===== src/rtl/pipe_ctrl.sv =====
// Pipeline hazard controller for a five-stage in-order core.
// Arbitrates three events each cycle: a data-memory wait freezes the whole
// pipe, a taken branch flushes the two younger stages, and a load-use hazard
// holds IF/ID for one cycle while a bubble enters EXE. Forwarding selects
// for both EXE operands are computed alongside. Only the wait/stall
// bookkeeping is registered; every control output is combinational.
module pipe_ctrl #(
  parameter int TIMEOUT = 255
) (
  input  logic        clock,
  input  logic        reset,

  input  logic [4:0]  id_rs,
  input  logic [4:0]  id_rt,
  input  logic        id_uses_rs,
  input  logic        id_uses_rt,

  input  logic [4:0]  ex_rs,
  input  logic [4:0]  ex_rt,
  input  logic [4:0]  ex_rw,
  input  logic        ex_reg_write,
  input  logic        ex_memtoreg,

  input  logic [4:0]  mem_rw,
  input  logic        mem_reg_write,
  input  logic        mem_memtoreg,

  input  logic [4:0]  wb_rw,
  input  logic        wb_reg_write,

  input  logic        mem_req,
  input  logic        dmem_ready,
  input  logic        branch_taken,

  output logic        pc_wr,
  output logic        if_id_wrn,
  output logic        id_exe_wrn,
  output logic        exe_mem_wrn,
  output logic        mem_wb_wrn,

  output logic        if_id_flush,
  output logic        id_exe_flush,
  output logic        mem_wb_flush,

  output logic [1:0]  fwd_a,
  output logic [1:0]  fwd_b,

  output logic        state,
  output logic [15:0] stall_cnt,
  output logic        mem_timeout
);

  typedef enum logic {
    RUN      = 1'b0,
    MEM_WAIT = 1'b1
  } state_t;

  localparam logic [1:0] FWD_REGFILE = 2'b00;
  localparam logic [1:0] FWD_MEM     = 2'b01;
  localparam logic [1:0] FWD_WB      = 2'b10;

  // The wait counter is 8 bits wide, so the limit is compared in that width.
  localparam logic [7:0] TIMEOUT_CNT = 8'(TIMEOUT);

  state_t     state_q;
  logic [7:0] wait_cnt;
  logic [7:0] wait_inc;
  logic       mem_freeze;
  logic       load_use;

  assign state = state_q;

  // Picks the EXE operand source; the MEM stage is younger so it wins over WB,
  // a load in MEM has no result on busw yet, and $0 is never forwarded.
  function automatic logic [1:0] fwd_select(input logic [4:0] src);
    logic [1:0] sel;
    sel = FWD_REGFILE;
    if (mem_reg_write && !mem_memtoreg && (mem_rw != 5'd0) && (mem_rw == src)) begin
      sel = FWD_MEM;
    end else if (wb_reg_write && (wb_rw != 5'd0) && (wb_rw == src)) begin
      sel = FWD_WB;
    end
    return sel;
  endfunction

  // A freeze happens when RUN sees a new unfinished access, or while MEM_WAIT
  // is still waiting; in MEM_WAIT only dmem_ready matters.
  always_comb begin
    mem_freeze = 1'b0;
    if (state_q == MEM_WAIT) begin
      mem_freeze = !dmem_ready;
    end else begin
      mem_freeze = mem_req && !dmem_ready;
    end
  end

  // Raw load-use detection; the output logic gives it the lowest priority.
  always_comb begin
    load_use = 1'b0;
    if (ex_memtoreg && ex_reg_write && (ex_rw != 5'd0)) begin
      load_use = (id_uses_rs && (id_rs == ex_rw)) ||
                 (id_uses_rt && (id_rt == ex_rw));
    end
  end

  // Saturating next value of the wait counter.
  always_comb begin
    wait_inc = wait_cnt;
    if (wait_cnt != 8'hFF) begin
      wait_inc = wait_cnt + 8'd1;
    end
  end

  // Stage enables, flushes and forwarding: memory wait beats branch beats
  // load-use, and everything is held quiet while reset is asserted.
  always_comb begin
    pc_wr        = 1'b0;
    if_id_wrn    = 1'b0;
    id_exe_wrn   = 1'b0;
    exe_mem_wrn  = 1'b0;
    mem_wb_wrn   = 1'b0;
    if_id_flush  = 1'b0;
    id_exe_flush = 1'b0;
    mem_wb_flush = 1'b0;
    fwd_a        = FWD_REGFILE;
    fwd_b        = FWD_REGFILE;

    if (reset) begin
      fwd_a = fwd_select(ex_rs);
      fwd_b = fwd_select(ex_rt);

      if (mem_freeze) begin
        mem_wb_flush = 1'b1;
      end else begin
        pc_wr       = 1'b1;
        if_id_wrn   = 1'b1;
        id_exe_wrn  = 1'b1;
        exe_mem_wrn = 1'b1;
        mem_wb_wrn  = 1'b1;

        if (branch_taken) begin
          if_id_flush  = 1'b1;
          id_exe_flush = 1'b1;
        end else if (load_use) begin
          pc_wr        = 1'b0;
          if_id_wrn    = 1'b0;
          id_exe_flush = 1'b1;
        end
      end
    end
  end

  // RUN/MEM_WAIT sequencing with wait counting, sticky timeout and the
  // saturating stall counter; reset drops any partial wait.
  always_ff @(posedge clock) begin
    if (!reset) begin
      state_q     <= RUN;
      wait_cnt    <= 8'd0;
      stall_cnt   <= 16'd0;
      mem_timeout <= 1'b0;
    end else begin
      if (!pc_wr && (stall_cnt != 16'hFFFF)) begin
        stall_cnt <= stall_cnt + 16'd1;
      end

      unique case (state_q)
        RUN: begin
          wait_cnt <= 8'd0;
          if (mem_freeze) begin
            state_q <= MEM_WAIT;
          end
        end
        MEM_WAIT: begin
          if (dmem_ready) begin
            state_q  <= RUN;
            wait_cnt <= 8'd0;
          end else begin
            wait_cnt <= wait_inc;
            if (wait_inc >= TIMEOUT_CNT) begin
              mem_timeout <= 1'b1;
            end
          end
        end
        default: begin
          state_q  <= RUN;
          wait_cnt <= 8'd0;
        end
      endcase
    end
  end

endmodule


===== config.mk =====
export PLATFORM = sky130hd
export DESIGN_NAME = pipe_ctrl
export DESIGN_NICKNAME = d
export VERILOG_FILES = /design/src/rtl/pipe_ctrl.sv
export SDC_FILE = /design/constraint.sdc
export NUM_CORES = 1
export LEC_CHECK = 0
export CORE_MARGIN = 2
export CORE_UTILIZATION = 45
export DETAILED_ROUTE_END_ITERATION = 6
export PLACE_DENSITY_LB_ADDON = 0.1
export SETUP_SLACK_MARGIN = 0.1
export SYNTH_ARGS = -nofsm -noshare
export SYNTH_HDL_FRONTEND = slang
export SYNTH_SLANG_ARGS = --single-unit

===== constraint.sdc =====
create_clock -name clock -period 2.9 [get_ports clock]
set_clock_uncertainty 0.05 [all_clocks]
set_input_delay 0.29 -clock clock [delete_from_list [all_inputs] [get_ports clock]]
set_output_delay 0.29 -clock clock [all_outputs]
set_load 0.02 [all_outputs]

* Word level (Yosys, flattened, before mapping)
Cells that the tools add are included.
** Storage, ports and cells
- Input port bits :: 47
- Flip-flop bits (word level) :: 26
** Cells by class
- Bitwise operators :: 2
- Equality and inequality tests :: 8
- $lt $le $gt $ge :: 1
- Reduce and logical (&&, ||, !) cells :: 21
- Add/subtract/negate cells :: 2
- Muxes and demuxes :: 28
** Operator list (number)
- equality test 5 bit :: 6
- two-way mux 1 bit :: 18
- adder 16 x 1 -> 16 bit, second input constant :: 1
- two-way mux 8 bit :: 2
- != test 16 bit, second input constant :: 1
- one-hot mux 8 bit (2 select lines) :: 1
- nonzero test 5 bit :: 3
- logical AND 1 bit :: 13
- two-way mux 2 bit :: 6
- adder 8 x 1 -> 8 bit, second input constant :: 1
- greater-or-equal comparator 8 bit, second input constant :: 1
- != test 8 bit, second input constant :: 1
- logical NOT 1 bit :: 3
- AND reduction 3 bit :: 1
- NOT 1 bit :: 2
- one-hot mux 1 bit (2 select lines) :: 1
- logical OR 1 bit :: 1

* Depth between registers and ports, before layout
Gate-level depths: netlist (run 1).
- Word-level depth :: 10
- Mapped depth :: 9

* Worst setup path before layout (run 1)
No wires, ideal clock.
- Kind :: input to output
- Start point :: input mem_rw[1]
- End point :: output fwd_a[1]
- Stages on the path :: 4
- Data arrival time :: 1.807 ns
- Slack :: 0.753 ns
- Required time :: 2.560 ns
- Path through :: or4_1 -> o21ai_0 -> nor4_1 -> nor4_1
** On the way
- Word-level cells in the longest chain between the ends :: 5
- Elaborated cells on any way between the ends :: 6
- Those cells by class :: eq/ne: 1; mux: 2; reduce/logical: 3
** Ends and longest elaborated chain
- from (decl) :: line 24 : input logic [4:0] mem_rw,
- nonzero test 5 bit :: line 78 : if (mem_reg_write && !mem_memtoreg && (mem_rw != 5'd0) && (mem_rw == src)) begin
- logical AND 1 bit :: line 78
- logical AND 1 bit * :: line 78
- two-way mux 2 bit * :: line 78
- two-way mux 2 bit * :: line 128 : if (reset) begin
- to (decl) :: line 45 : output logic [1:0] fwd_a,
Every way passes the cells marked *; elsewhere a longest branch is shown, timed or not.

* Worst setup path in the final report (run 1)
- Start point :: input mem_rw[1]
- End point :: output fwd_a[0]
The elaborated chain is that of the path after synthesis.

==> results of run 1 <==
## routing by layer
metal / share of wire / vias to the layer above / global-route usage
met5: 0 / - / 0
met4: 0.014 / 0 / 0.0689
met3: 0.076 / 6 / 0.0579
met2: 0.47 / 63 / 0.380
met1: 0.44 / 829 / 0.276
li1: - / 960 / -
## cells in the mapped netlist, drive strengths merged
library cell | n | share of area
clkbuf | 3 | 0.0065
buf | 6 | 0.027
nand4 | 7 | 0.025
or2 | 1 | 0.0036
o21bai | 1 | 0.0043
and4 | 1 | 0.0050
or3 | 11 | 0.039
o31ai | 5 | 0.022
o21a | 2 | 0.0086
and3 | 5 | 0.018
a31oi | 1 | 0.0036
nand2b | 2 | 0.0072
o311a | 1 | 0.0057
nor2b | 3 | 0.011
nor3b | 2 | 0.0086
a21oi | 17 | 0.051
a211oi | 1 | 0.0043
or4 | 9 | 0.039
a32o | 1 | 0.0057
a41oi | 1 | 0.0050
xnor2 | 17 | 0.085
o211ai | 1 | 0.0043
inv | 2 | 0.0043
nor4 | 6 | 0.022
nor3 | 5 | 0.014
xor2 | 16 | 0.080
nand3b | 2 | 0.0086
dfxtp | 26 | 0.30
nand2 | 16 | 0.034
nor2 | 14 | 0.030
clkinv | 1 | 0.0021
mux2i | 4 | 0.023
o21ai | 10 | 0.029
nand3 | 9 | 0.026
o22ai | 2 | 0.0072
ha | 2 | 0.014
and2 | 4 | 0.014
a22oi | 1 | 0.0043
## worst paths after layout
| kind | endpoint | slack [ps] | cells past startpoint |
|---|---|---|---|
| worst max-delay path | fwd_a[0] | 280 | 6 |
| worst min-delay path | mem_timeout | 430 | 1 |
| worst max register to register | stall_cnt[1] | 670 | 8 |
| worst min register to register | mem_timeout | 430 | 1 |
## area by class of cell
class	count	area [µm²]	area share
inverters	3	11.3	0.00428
multi-input cells	180	1160	0.440
well taps	48	60.1	0.0228
flip-flops and latches	26	520	0.198
clock buffers	3	41.3	0.0157
repair buffers	83	811	0.308
clock inverters	1	30.0	0.0114
## worst register-to-register path: cells and delay by family (launching register included)
family                   cells  cell delay, ps
AND/OR/NAND/NOR              4             710
flip-flops                   1             400
adder cells (fa/ha/maj)      1             310
buffers and inverters        1             280
multiplexers                 1             230
AO/OA/AOI/OAI                1             150
## what timing repair did
action | CTS | global route
setup endpoints to repair | 2 | 0
hold buffers | 0 | 0
buffers inserted | 0 | 0
resized for setup | 2 | 0
## cell families after synthesis
logic type      after synthesis  share of synthesized area
simple gates                 97                      0.305
compound gates               44                      0.154
xor+xnor                     33                      0.166
flops                        26                      0.298
buf+inv                      12                     0.0394
mux                           4                     0.0229
fa+ha+maj                     2                     0.0143
## stage by stage
stage | std cells | area, µm² | utilization | total power [µW]
after floorplan | 218 | 1750 | - | 466
after global placement | 340 | 2560 | 0.694 | 577
after detailed placement | 340 | 2560 | 0.694 | 579
after CTS | 344 | 2630 | 0.713 | 879
after global routing | 344 | 2630 | 0.713 | 908
final | 344 | 2630 | 0.713 | 874
## flip-flops by register name (all words and copies together), names as in the netlist
signal / flops
mem_timeout: 1
stall_cnt: 16
state: 1
wait_cnt: 8
## power breakdown
group	switching, µW	leakage [µW]	internal (µW)
registers	6.56	0.000210	362
logic	84.2	0.000637	117
clock network	119	0.0000357	185
total	210	0.000883	664
==> impl_metrics.csv, run 1 <==
group,metric,value,unit
floorplan,die_width,66.3,µm
grt,globalRouteTotalUtil,0.224,
flow_run,maxCapViolations,0,
synth,ys_ff_latch,26,
floorplan,core_area,0.00369,mm²
sta,max_freq,0.381,GHz
place,hpwl,3620,µm
route,drtAntennaViolNets,0,
sta,fin_crit_sh,0.904,
sta,maxSlewViolCount,0,
floorplan,die_h,66.3,µm
finish,insertedDiodeCount,0,
sta,setup_viol,0,
sta,hold_viol_final,0,
power,p_leak,0.000883,µW
place,dp_slack,32.2,ps
setup_path,crit_type,"input pin to primary output",
route,drc,0,
setup_path,cp_max_fo,2,
route,routed_wl,4600,µm
sta,tns,0,ps
grt,grt_max_degree,30,
clocking,path_clk_slew,80,ps
sta,rsz0062_at_grt,"false",
place,io_buffers,76,
clocking,insertion_delay,280,ps
power,ir_worst_vdd,184,µV
setup_path,r2r_start,"stall_cnt[0]",
finish,area_growth,50.7,%
synth,syn_area,0.00175,mm²
clocking,cts_sinks,26,
finish,drive_above_1_share,0.0439,
setup_path,worst_ep_required_time,2560,ps
floorplan,num_io_pins,77,
synth,syn-num-nets,267,
synth,yosysWarningCount,0,
clocking,cts_made_buffers,3,
synth,ys_types,42,
place,gp_congestion,0.793,
setup_path,critPathTopFamily,"buffers and inverters",
min_path,min_path_type,"register to register",
floorplan,initial_core_util,0.473,
floorplan,dieArea,0.00439,mm²
grt,grt_pass1_wl,7740,µm
setup_path,crit_path_start_kind,"input pin",
setup_path,setup.worst_path.start,"mem_rw[1]",
route,drt_iter0_markers,111,
setup_path,worstPathArrival,2280,ps
setup_path,worst-path-buf-inv,2,
grt,first_global_vias,1749,
floorplan,row_count,22,
sta,worstMarginPinSlew,442,ps
sta,whs,434,ps
sta,fin_crit,2620,ps
finish,final_nets,346,
sta,timing.slew.headroom,0.702,
synth,seq_area_frac_synth,0.298,
min_path,hold_start,"mem_timeout",
grt,grt.overflow.total,0,
route,avgViaCountPerCell,5.40,
clocking,clockRootBuffer,"clkbuf_8",
finish,final_cell_mix,"clkdlybuf4s50_1, dfxtp_1, xnor2_1",
sta,layout_setup_ws,278,ps
route,num_vias,1858,
finish,fillers,329,
setup_path,slowest_stage,"clkdlybuf4s50_1",
setup_path,cp_cell_sequence,"clkdlybuf4s50_1 > or4_1 > o21ai_0 > nor4_1 > and2_1 > clkdlybuf4s50_1",
clocking,cts_htree_levels,1,
power,power.density,332,mW/mm²
clocking,cts_tree,"built",
outcome,status,"finished clean",
synth,synth.avg_cell_area,8.01,µm²
route,wl_per_cell,13.4,µm
setup_path,end_kind,"primary output",
finish,layout_commonest_cell,"clkdlybuf4s50_1",
synth,syn_inst,218,
clocking,cts.path.max_buffers,2,
route,drtPass1Iterations,4,
grt,antenna_found_initial,0,
setup_path,crit_top_cell,"clkdlybuf4s50_1",
setup_path,cp_slowest_stage_delay,540,ps
Power figures use the tool's default switching activity.
==> run 2: changes to the inputs <==
--- a/config.mk
+++ b/config.mk
@@ -5,6 +5,8 @@
 export SDC_FILE = /design/constraint.sdc
 export NUM_CORES = 1
 export LEC_CHECK = 0
+export CAP_MARGIN = 20
+export CORE_ASPECT_RATIO = 2
 export CORE_MARGIN = 2
 export CORE_UTILIZATION = 45
 export DETAILED_ROUTE_END_ITERATION = 6
==> run 2 against run 1 <==
Compared with the run above: register-to-register slack lost 40 ps; largest cell class unchanged; combinational power grew 2%; sequential power is essentially flat; hold slack is essentially flat; clock-buffer cell count is the same; first-iteration DRC count shrank 75%; critical path depth is the same; die area grew 0.69%.
==> impl_metrics.csv, run 2 (same netlist as run 1, synthesis figures left out) <==
group,metric,value,unit
setup_path,cp_max_fo,2,
sta,fin_crit_sh,0.927,
setup_path,ff2ff_path_depth,8,
clocking,cts_made_buffers,3,
grt,antenna_found_initial,0,
route,drt_iter0_markers,28,
clocking,post_cts_buffers,0,
floorplan,die_h,92.1,µm
floorplan,core_area,0.00380,mm²
sta,maxSlewViolCount,0,
clocking,cts_sinks,26,
min_path,hold_start,"mem_timeout",
setup_path,worst_ep_required_time,2560,ps
grt,grt.overflow.total,0,
clocking,insertion_delay,270,ps
min_path,min_path_type,"register to register",
setup_path,cp_cell_sequence,"clkdlybuf4s50_1 > or4_1 > o21ai_0 > nor4_1 > and2_1 > clkdlybuf4s50_1",
power,p_leak,0.000897,µW
floorplan,initial_core_util,0.459,
finish,regMostFlops,"stall_cnt",
clocking,cts_htree_levels,1,
clocking,cts_tree,"built",
route,drtAntennaViolNets,0,
place,gp_congestion,0.810,
grt,globalRouteTotalUtil,0.233,
place,hpwl,4120,µm
route,wl_per_cell,14.3,µm
setup_path,r2r-end,"stall_cnt[1]",
route,drc,0,
setup_path,cp_slowest_stage_delay,540,ps
setup_path,crit_path_start_kind,"input pin",
sta,rsz0062_at_grt,"false",
sta,setup_viol,0,
finish,top_regs,"stall_cnt x16, wait_cnt x8",
setup_path,worstPathArrival,2350,ps
place,dp_slack,-108,ps
sta,timing.slew.headroom,0.666,
place,io_buffers,76,
finish,largest_reg_flops,16,
clocking,path_clk_slew,90,ps
power,power.density,330,mW/mm²
clocking,cts.path.max_buffers,2,
flow_run,maxCapViolations,0,
finish,seq_area,520,µm²
finish,insertedDiodeCount,0,
setup_path,critPathTopFamily,"buffers and inverters",
sta,max_freq,0.372,GHz
grt,grt_pass1_wl,7650,µm
finish,drive_above_1_share,0.0535,
route,drtPass1Iterations,4,
setup_path,crit_type,"input pin to primary output",
route,routed_wl,5020,µm
sta,fin_crit,2690,ps
finish,final_cell_mix,"clkdlybuf4s50_1, dfxtp_1, xnor2_1",
grt,first_global_vias,1815,
outcome,status,"finished clean",
floorplan,num_io_pins,77,
sta,hold_viol_final,0,
finish,final_nets,349,
setup_path,end_kind,"primary output",
finish,fillers,336,
power,ir_worst_vdd,372,µV
finish,area_growth,52.2,%
sta,worstMarginPinSlew,496,ps
setup_path,r2r_start,"stall_cnt[0]",
floorplan,dieArea,0.00442,mm²
setup_path,slowest_stage,"clkdlybuf4s50_1",
clocking,clockRootBuffer,"clkbuf_8",
route,avgViaCountPerCell,5.48,
floorplan,row_count,32,
sta,layout_setup_ws,212,ps
grt,grt_max_degree,30,
min_path,min_to,"mem_timeout",
setup_path,crit_top_cell,"clkdlybuf4s50_1",
setup_path,reg2reg_slack,630,ps
finish,fin_util,0.698,
finish,layout_commonest_cell,"clkdlybuf4s50_1",
finish,multi_input_area,0.00116,mm²
min_path,min_path_cells,1,
route,num_vias,1917,
floorplan,die_width,48.0,µm
setup_path,worst-path-buf-inv,2,
run 2: layout make-up:
cell class | instances | share of cell area
clock buffers | 3 | 0.0155
clock inverters | 1 | 0.0113
inverters | 3 | 0.00424
multi-input cells | 180 | 0.435
flip-flops and latches | 26 | 0.196
well taps | 51 | 0.0240
repair buffers | 86 | 0.314
run 2: per-stage QoR:
step	total power, µW	setup TNS, ps	std cells	hold slack (ps)	instance area [µm²]
2_1_floorplan	466	0	218	317	1750
3_3_place_gp	581	-44.9	346	419	2590
3_5_place_dp	585	-159	346	416	2590
4_1_cts	880	0	350	441	2660
5_1_grt	921	0	350	459	2660
6_report	876	0	350	434	2660
run 2: report_power, final:
group	leakage (µW)	switching [µW]	internal, µW
combinational	0.000652	86.5	120
sequential	0.000210	6.28	362
clock	0.0000357	117	185
total	0.000897	210	667
run 2: what timing repair did:
action | in CTS | in global routing
setup endpoints to repair | 2 | 0
hold buffers | 0 | 0
gates resized for setup | 2 | 0
run 2: worst max path at each step:
| stage | cells after the start | endpoint | start |
|---|---|---|---|
| after global placement | 6 | fwd_b[1] | mem_rw[1] |
| after global routing | 6 | fwd_b[1] | mem_rw[1] |
| after detailed placement | 6 | fwd_b[1] | mem_rw[1] |
| after floorplan | 4 | fwd_a[1] | mem_rw[1] |
| final | 6 | fwd_b[0] | mem_rw[1] |
| after CTS | 6 | fwd_b[1] | mem_rw[1] |
run 2: layer usage:
layer  vias up  part of all wire  track usage  wire [µm]
met5         -                 0            0          0
met4         0             0.030       0.0878        150
met3        13             0.023       0.0315        115
met2        47              0.62        0.456       3090
met1       888              0.33        0.211       1660
li1        969                 -            -          -
